==> src/rtl/lsu_pkg.sv <==
// lsu_pkg: shared states, RV32I funct3 codes and memory geometry for the load/store unit
package lsu_pkg;
  typedef enum logic [2:0] {IDLE, LOAD, ST_WORD, RMW_RD, RMW_WR, RESP} state_t;
  localparam logic [2:0] F3_B  = 3'b000;
  localparam logic [2:0] F3_H  = 3'b001;
  localparam logic [2:0] F3_W  = 3'b010;
  localparam logic [2:0] F3_BU = 3'b100;
  localparam logic [2:0] F3_HU = 3'b101;
  localparam int MEM_BYTES = 4096;
  function automatic logic legal_f3(input logic we, input logic [2:0] f3);
    return we ? (f3 == F3_B || f3 == F3_H || f3 == F3_W)
              : (f3 == F3_B || f3 == F3_H || f3 == F3_W || f3 == F3_BU || f3 == F3_HU);
  endfunction
endpackage

==> src/rtl/lsu_align.sv <==
// lsu_align: load extraction/extension from the MSB-first memory word and sub-word store merge
module lsu_align
  import lsu_pkg::*;
#(
  parameter int DATA_WIDTH = 32
) (
  input  logic [2:0]            funct3,
  input  logic [DATA_WIDTH-1:0] rd_word,
  input  logic [DATA_WIDTH-1:0] base,
  input  logic [DATA_WIDTH-1:0] wdata,
  output logic [DATA_WIDTH-1:0] load_data,
  output logic [DATA_WIDTH-1:0] store_data
);
  logic [7:0]  b;
  logic [15:0] h;
  assign b = rd_word[DATA_WIDTH-1 -: 8];
  assign h = rd_word[DATA_WIDTH-1 -: 16];
  // the addressed byte/half sits at the top of the word because memory returns B[a] as the MSB
  always_comb begin
    load_data  = funct3 == F3_B  ? {{(DATA_WIDTH-8){b[7]}}, b}
               : funct3 == F3_BU ? {{(DATA_WIDTH-8){1'b0}}, b}
               : funct3 == F3_H  ? {{(DATA_WIDTH-16){h[15]}}, h}
               : funct3 == F3_HU ? {{(DATA_WIDTH-16){1'b0}}, h}
               : rd_word;
    store_data = funct3 == F3_B ? {wdata[7:0], base[DATA_WIDTH-9:0]}
               : funct3 == F3_H ? {wdata[15:0], base[DATA_WIDTH-17:0]}
               : wdata;
  end
endmodule

==> src/rtl/lsu_ctrl.sv <==
// lsu_ctrl: single-outstanding load/store controller with read-modify-write sub-word stores (optional LSU_ALIGN_CHECK_EN)
module lsu_ctrl
  import lsu_pkg::*;
#(
  parameter int DATA_WIDTH = 32,
  parameter int ADDR_WIDTH = 12
) (
  input  logic                  clk,
  input  logic                  rst,
  input  logic                  req_valid,
  output logic                  req_ready,
  input  logic                  req_we,
  input  logic [2:0]            req_funct3,
  input  logic [31:0]           req_addr,
  input  logic [DATA_WIDTH-1:0] req_wdata,
  output logic                  rsp_valid,
  input  logic                  rsp_ready,
  output logic [DATA_WIDTH-1:0] rsp_rdata,
  output logic                  rsp_err,
  output logic                  mem_ren,
  output logic                  mem_wen,
  output logic [ADDR_WIDTH-1:0] mem_add,
  output logic [DATA_WIDTH-1:0] mem_datain,
  input  logic [DATA_WIDTH-1:0] mem_dataout
);
  state_t state, next;
  logic [ADDR_WIDTH-1:0] addr_r;
  logic [DATA_WIDTH-1:0] wdata_r, rdata_r, word_r, load_data, store_data;
  logic [2:0] f3_r;
  logic we_r, err_r, accept, fault, misalign;
  assign accept = state == IDLE && req_valid;
`ifdef LSU_ALIGN_CHECK_EN
  assign misalign = (req_funct3[1:0] == 2'b01 && req_addr[0]) || (req_funct3[1:0] == 2'b10 && req_addr[1:0] != 2'b00);
`else
  assign misalign = 1'b0;
`endif
  assign fault = !legal_f3(req_we, req_funct3) || req_addr > 32'(MEM_BYTES - 4) || misalign;
  lsu_align #(.DATA_WIDTH(DATA_WIDTH)) u_align (
    .funct3(f3_r),
    .rd_word(mem_dataout),
    .base(word_r),
    .wdata(wdata_r),
    .load_data(load_data),
    .store_data(store_data)
  );
  // state and request registers; load data and RMW base word are captured on their read cycle
  always_ff @(posedge clk) begin
    if (rst) begin
      state   <= IDLE;
      addr_r  <= '0;
      we_r    <= 1'b0;
      f3_r    <= '0;
      wdata_r <= '0;
      rdata_r <= '0;
      word_r  <= '0;
      err_r   <= 1'b0;
    end else begin
      state <= next;
      if (accept) begin
        addr_r  <= req_addr[ADDR_WIDTH-1:0];
        we_r    <= req_we;
        f3_r    <= req_funct3;
        wdata_r <= req_wdata;
        rdata_r <= '0;
        err_r   <= fault;
      end
      if (state == LOAD) rdata_r <= load_data;
      if (state == RMW_RD) word_r <= mem_dataout;
    end
  end
  // next-state decode and Moore outputs; faults skip straight to the response
  always_comb begin
    next       = state;
    req_ready  = state == IDLE;
    rsp_valid  = state == RESP;
    mem_ren    = state == LOAD || state == RMW_RD;
    mem_wen    = we_r && (state == ST_WORD || state == RMW_WR);
    mem_datain = state == ST_WORD ? wdata_r : state == RMW_WR ? store_data : '0;
    unique case (state)
      IDLE:    if (req_valid) next = fault ? RESP : !req_we ? LOAD : req_funct3 == F3_W ? ST_WORD : RMW_RD;
      LOAD:    next = RESP;
      ST_WORD: next = RESP;
      RMW_RD:  next = RMW_WR;
      RMW_WR:  next = RESP;
      RESP:    if (rsp_ready) next = IDLE;
      default: next = IDLE;
    endcase
  end
  assign mem_add   = addr_r;
  assign rsp_rdata = rdata_r;
  assign rsp_err   = err_r;
endmodule

==> config.mk <==
export PLATFORM = sky130hd
export DESIGN_NAME = lsu_ctrl
export DESIGN_NICKNAME = d
export VERILOG_FILES = /design/src/rtl/lsu_pkg.sv /design/src/rtl/lsu_align.sv /design/src/rtl/lsu_ctrl.sv
export SDC_FILE = /design/constraint.sdc
export NUM_CORES = 1
export LEC_CHECK = 0
export BUFFER_PORTS_ARGS = -buffer_cell sky130_fd_sc_hd__buf_2
export CORE_ASPECT_RATIO = 0.7
export CORE_MARGIN = 2
export CORE_UTILIZATION = 40
export CTS_CLUSTER_SIZE = 28
export DETAILED_ROUTE_END_ITERATION = 8
export GPL_ROUTABILITY_DRIVEN = 0
export GPL_TIMING_DRIVEN = 0
export PLACE_DENSITY = 0.7
export SLEW_MARGIN = 40
export SYNTH_ARGS = -nofsm -noshare
export SYNTH_HDL_FRONTEND = slang
export SYNTH_SLANG_ARGS = --single-unit
export TNS_END_PERCENT = 10
==> constraint.sdc <==
create_clock -name clk -period 1.56 [get_ports clk]
set_input_delay 0.312 -clock clk [delete_from_list [all_inputs] [get_ports clk]]
set_output_delay 0.312 -clock clk [all_outputs]
set_load 0.02 [all_outputs]
==> impl_results.md <==
- Root buf cell: clkbuf_16
- DRC Markers: 0
- GR peak layer: met2
- Post-synth EDFFs: 0
- Hold Path Class: input pin to flop
- TritonCTS Buffers: 9
- Worst endpoint required time: 1250 ps
- Via count: 5487
- Starting Density: 0.407
- Post-Route Skew: 10.3 ps
- Die ar.: 13500 um^2
- Max Cap Viol: 0
- TritonCTS clock tree: yes
- Routed Antenna Nets: 0
- GR Util met2: 0.382
- CTS Hold Bufs: 0
- Sequential cell area: 2170 um^2
- Worst VDD drop: 0.774 mV
- CP endpoint kind: primary output
- FP Rows: 34
- TritonRoute pass-1 iters: 5
- Sw Pwr: 2610 uW
- Syn Area/Cell: 7.95 um^2
- Fmax: 444 MHz
- Area of the multi-input gates: 2850 um^2
- CP Class: flop to primary output
- Synth Cell Area: 5040 um^2
- Skew-Pair Late Insertion Delay: 350 ps
- HP Start: req_wdata[30]
- Number of primary I/O pins: 185
- Worst slew pin tran: 671 ps
- First-pass GRT wire length: 27.2 mm
- IO Port Bufs: 183
- Die height: 97.9 um
- Die W: 138 um
- Nets@finish: 947
- R2r endpoint: rsp_rdata[6]$_SDFFE_PP0P_
- Top cell type's share of synthesized area: 0.429
- Htree depth: 3
- Worst r2r path cells: 7
- Vias in the first global route: 5107
- PwrDens: 1080 nW/um^2
- Routed WL: 17.7 mm
- Wirelength per Cell: 17.5 um
- Vias per cell: 5.43
- Syn_nets: 738
- Final WS setup: -690 ps
- Switching portion of total power: 0.334
- Largest net degree at the start of global routing: 18
- Pleak: 0.00319 uW
- Initial drt markers: 518
- Clock share of power: 0.291
- Post-synth ARST share: 0
- Crit Path Max Fanout: 8
- Synth area leader: dfxtp_1
- Outcome: complete, but fails checks
- Worst path arrival time: 1940 ps
- Hold Path Depth: 3
- Synthesized instance count: 634
- Final worst-path cycle share: 1.44
- Clk sink count: 108
- Dpl hpwl: 13.2 mm
- Fin Setup TNS: -20320 ps
- Fin. max-slew vios: 0
- Synth Flop Type: dfxtp_1
- Initial antenna violation count: 0
- RSZ-0062 raised after global routing: yes
- Clock period minus worst slack: 2250 ps
- Synth Warn #: 0
- Worst Setup Start Kind: flop
- Worst Setup SP: f3_r[1]$_SDFFE_PP0P_
- Share of cells above drive strength 1: 0.356
- Final setup vio count: 47
- Final Hold Violating Endpoints: 0
- Fill cells: 1131
- Pint: 5190 uW
- Reg-to-reg startpoint: f3_r[1]$_SDFFE_PP0P_
- R2R Setup Slk: -90 ps
- Hold Crit Endpoint: wdata_r[30]$_SDFFE_PP0P_
- Final Util: 0.583
- Core Region: 12400 um^2
- Synth Register Bits: 108
- GRT Total Usage: 0.252
- Combinational share of power: 0.305
- Sequential Power Share: 0.403
- Gr ovfl total: 0
- Distinct cells, synth: 40
- Slew margin rel.: 0.553
- Clk buf depth: 2
- Hold slack: 197 ps
- Met3 GRT Util: 0.0559
- Area Overhead vs Synth: 43.2%
- Post-synthesis sequential area ratio: 0.429
- Clk slew on worst S/H paths: 70 ps
- Area contributors post-synth: dfxtp_1 (43%), nand2_1 (12%), a21oi_1 (9.4%)
- Failing checks: negative setup slack
- Antenna fix cells: 0
- GR Util met1: 0.371
-- critical path: stages (launching register included) --
cell	delay, ps
dfxtp_2	330
buf_6	120
or3_1	320
buf_6	170
buf_12	150
o21ai_4	130
a21oi_1	50
a21o_1	190
buf_6	130
-- state kept, by name, indices dropped and copies added (netlist names) --
signal / cells
rsp_rdata: 32
wdata_r: 32
word_r: 24
mem_add: 12
f3_r: 3
state: 3
rsp_err: 1
we_r: 1
-- stage by stage --
step,worst slack [ps],std cells,area (um^2),power [uW]
5_1_grt,-741,1010,7220,8160
3_5_place_dp,-556,979,6300,5160
2_1_floorplan,-165,634,5180,4480
4_1_cts,-724,1005,6910,7550
3_3_place_gp,-538,979,6300,5150
6_report,-690,1010,7220,7800
-- cells in the final DEF (no fill, tap or decap), types with 5 or more instances in the layout --
cell       netlist  final
buf_4            9     21
o21ai_0         26     11
mux2i_1         24     22
a21oi_2          0      5
o21ai_2          0      6
nor3b_4          2      5
clkbuf_16        0     11
buf_6            4     43
o21ai_4          0      9
a22o_4           0     10
a22oi_1         25     25
nor2_1          35     35
buf_2           13    160
nor4_1           6      6
a22o_1          16      6
clkbuf_1        30     17
a21o_1          32     32
nand2_1        163    162
a21oi_1         95     90
dfxtp_1        108    104
-- worst max-delay path by stage --
| stage | end | slack, ps |
|---|---|---|
| after detailed placement | mem_datain[11] | -560 |
| final | mem_datain[26] | -690 |
| after CTS | mem_datain[27] | -720 |
| after global routing | mem_datain[17] | -740 |
| after global placement | mem_datain[11] | -540 |
| after floorplan | mem_datain[10] | -160 |
-- power groups by stage --
stage	clock [uW]	combinational, uW	sequential, uW
CTS	2290	2120	3130
global placement	0	1970	3180
floorplan	0	1180	3300
detailed placement	0	1980	3190
global route	2430	2570	3170
finish	2270	2380	3150
-- what timing repair did --
action	4_1_cts	5_1_grt
buffers inserted	10	5
pin swaps	12	8
gates cloned	0	2
setup endpoints to repair	93	134
resized for setup	77	80
-- cell type report --
class | instances | area share
Clock buffer | 12 | 0.0369
Multi-Input combinational cell | 468 | 0.396
Inverter | 2 | 0.00104
Buffer | 54 | 0.0603
Clock inverter | 4 | 0.00434
Tap cell | 162 | 0.0281
Sequential cell | 108 | 0.300
Timing Repair Buffer | 200 | 0.173
-- synth_stat cells (6+ instances only) --
cell      count
nand2_1     163
dfxtp_1     108
a21oi_1      95
nor2_1       35
a21o_1       32
clkbuf_1     30
o21ai_0      26
a22oi_1      25
mux2i_1      24
a22o_1       16
buf_2        13
buf_4         9
nor4_1        6
-- routing by layer --
metal,up-vias,share of wire
met1,2617,0.49
met5,-,0
met2,220,0.43
met4,0,0.0092
li1,2636,-
met3,14,0.071
-- cells by family after synthesis --
kind of cell / Yosys count / share of synthesized area
simple gates: 231 / 0.200
compound gates: 213 / 0.264
flops: 108 / 0.429
buf+inv: 58 / 0.0591
mux: 24 / 0.0477
Note: power is estimated with default switching activity, not from simulation.
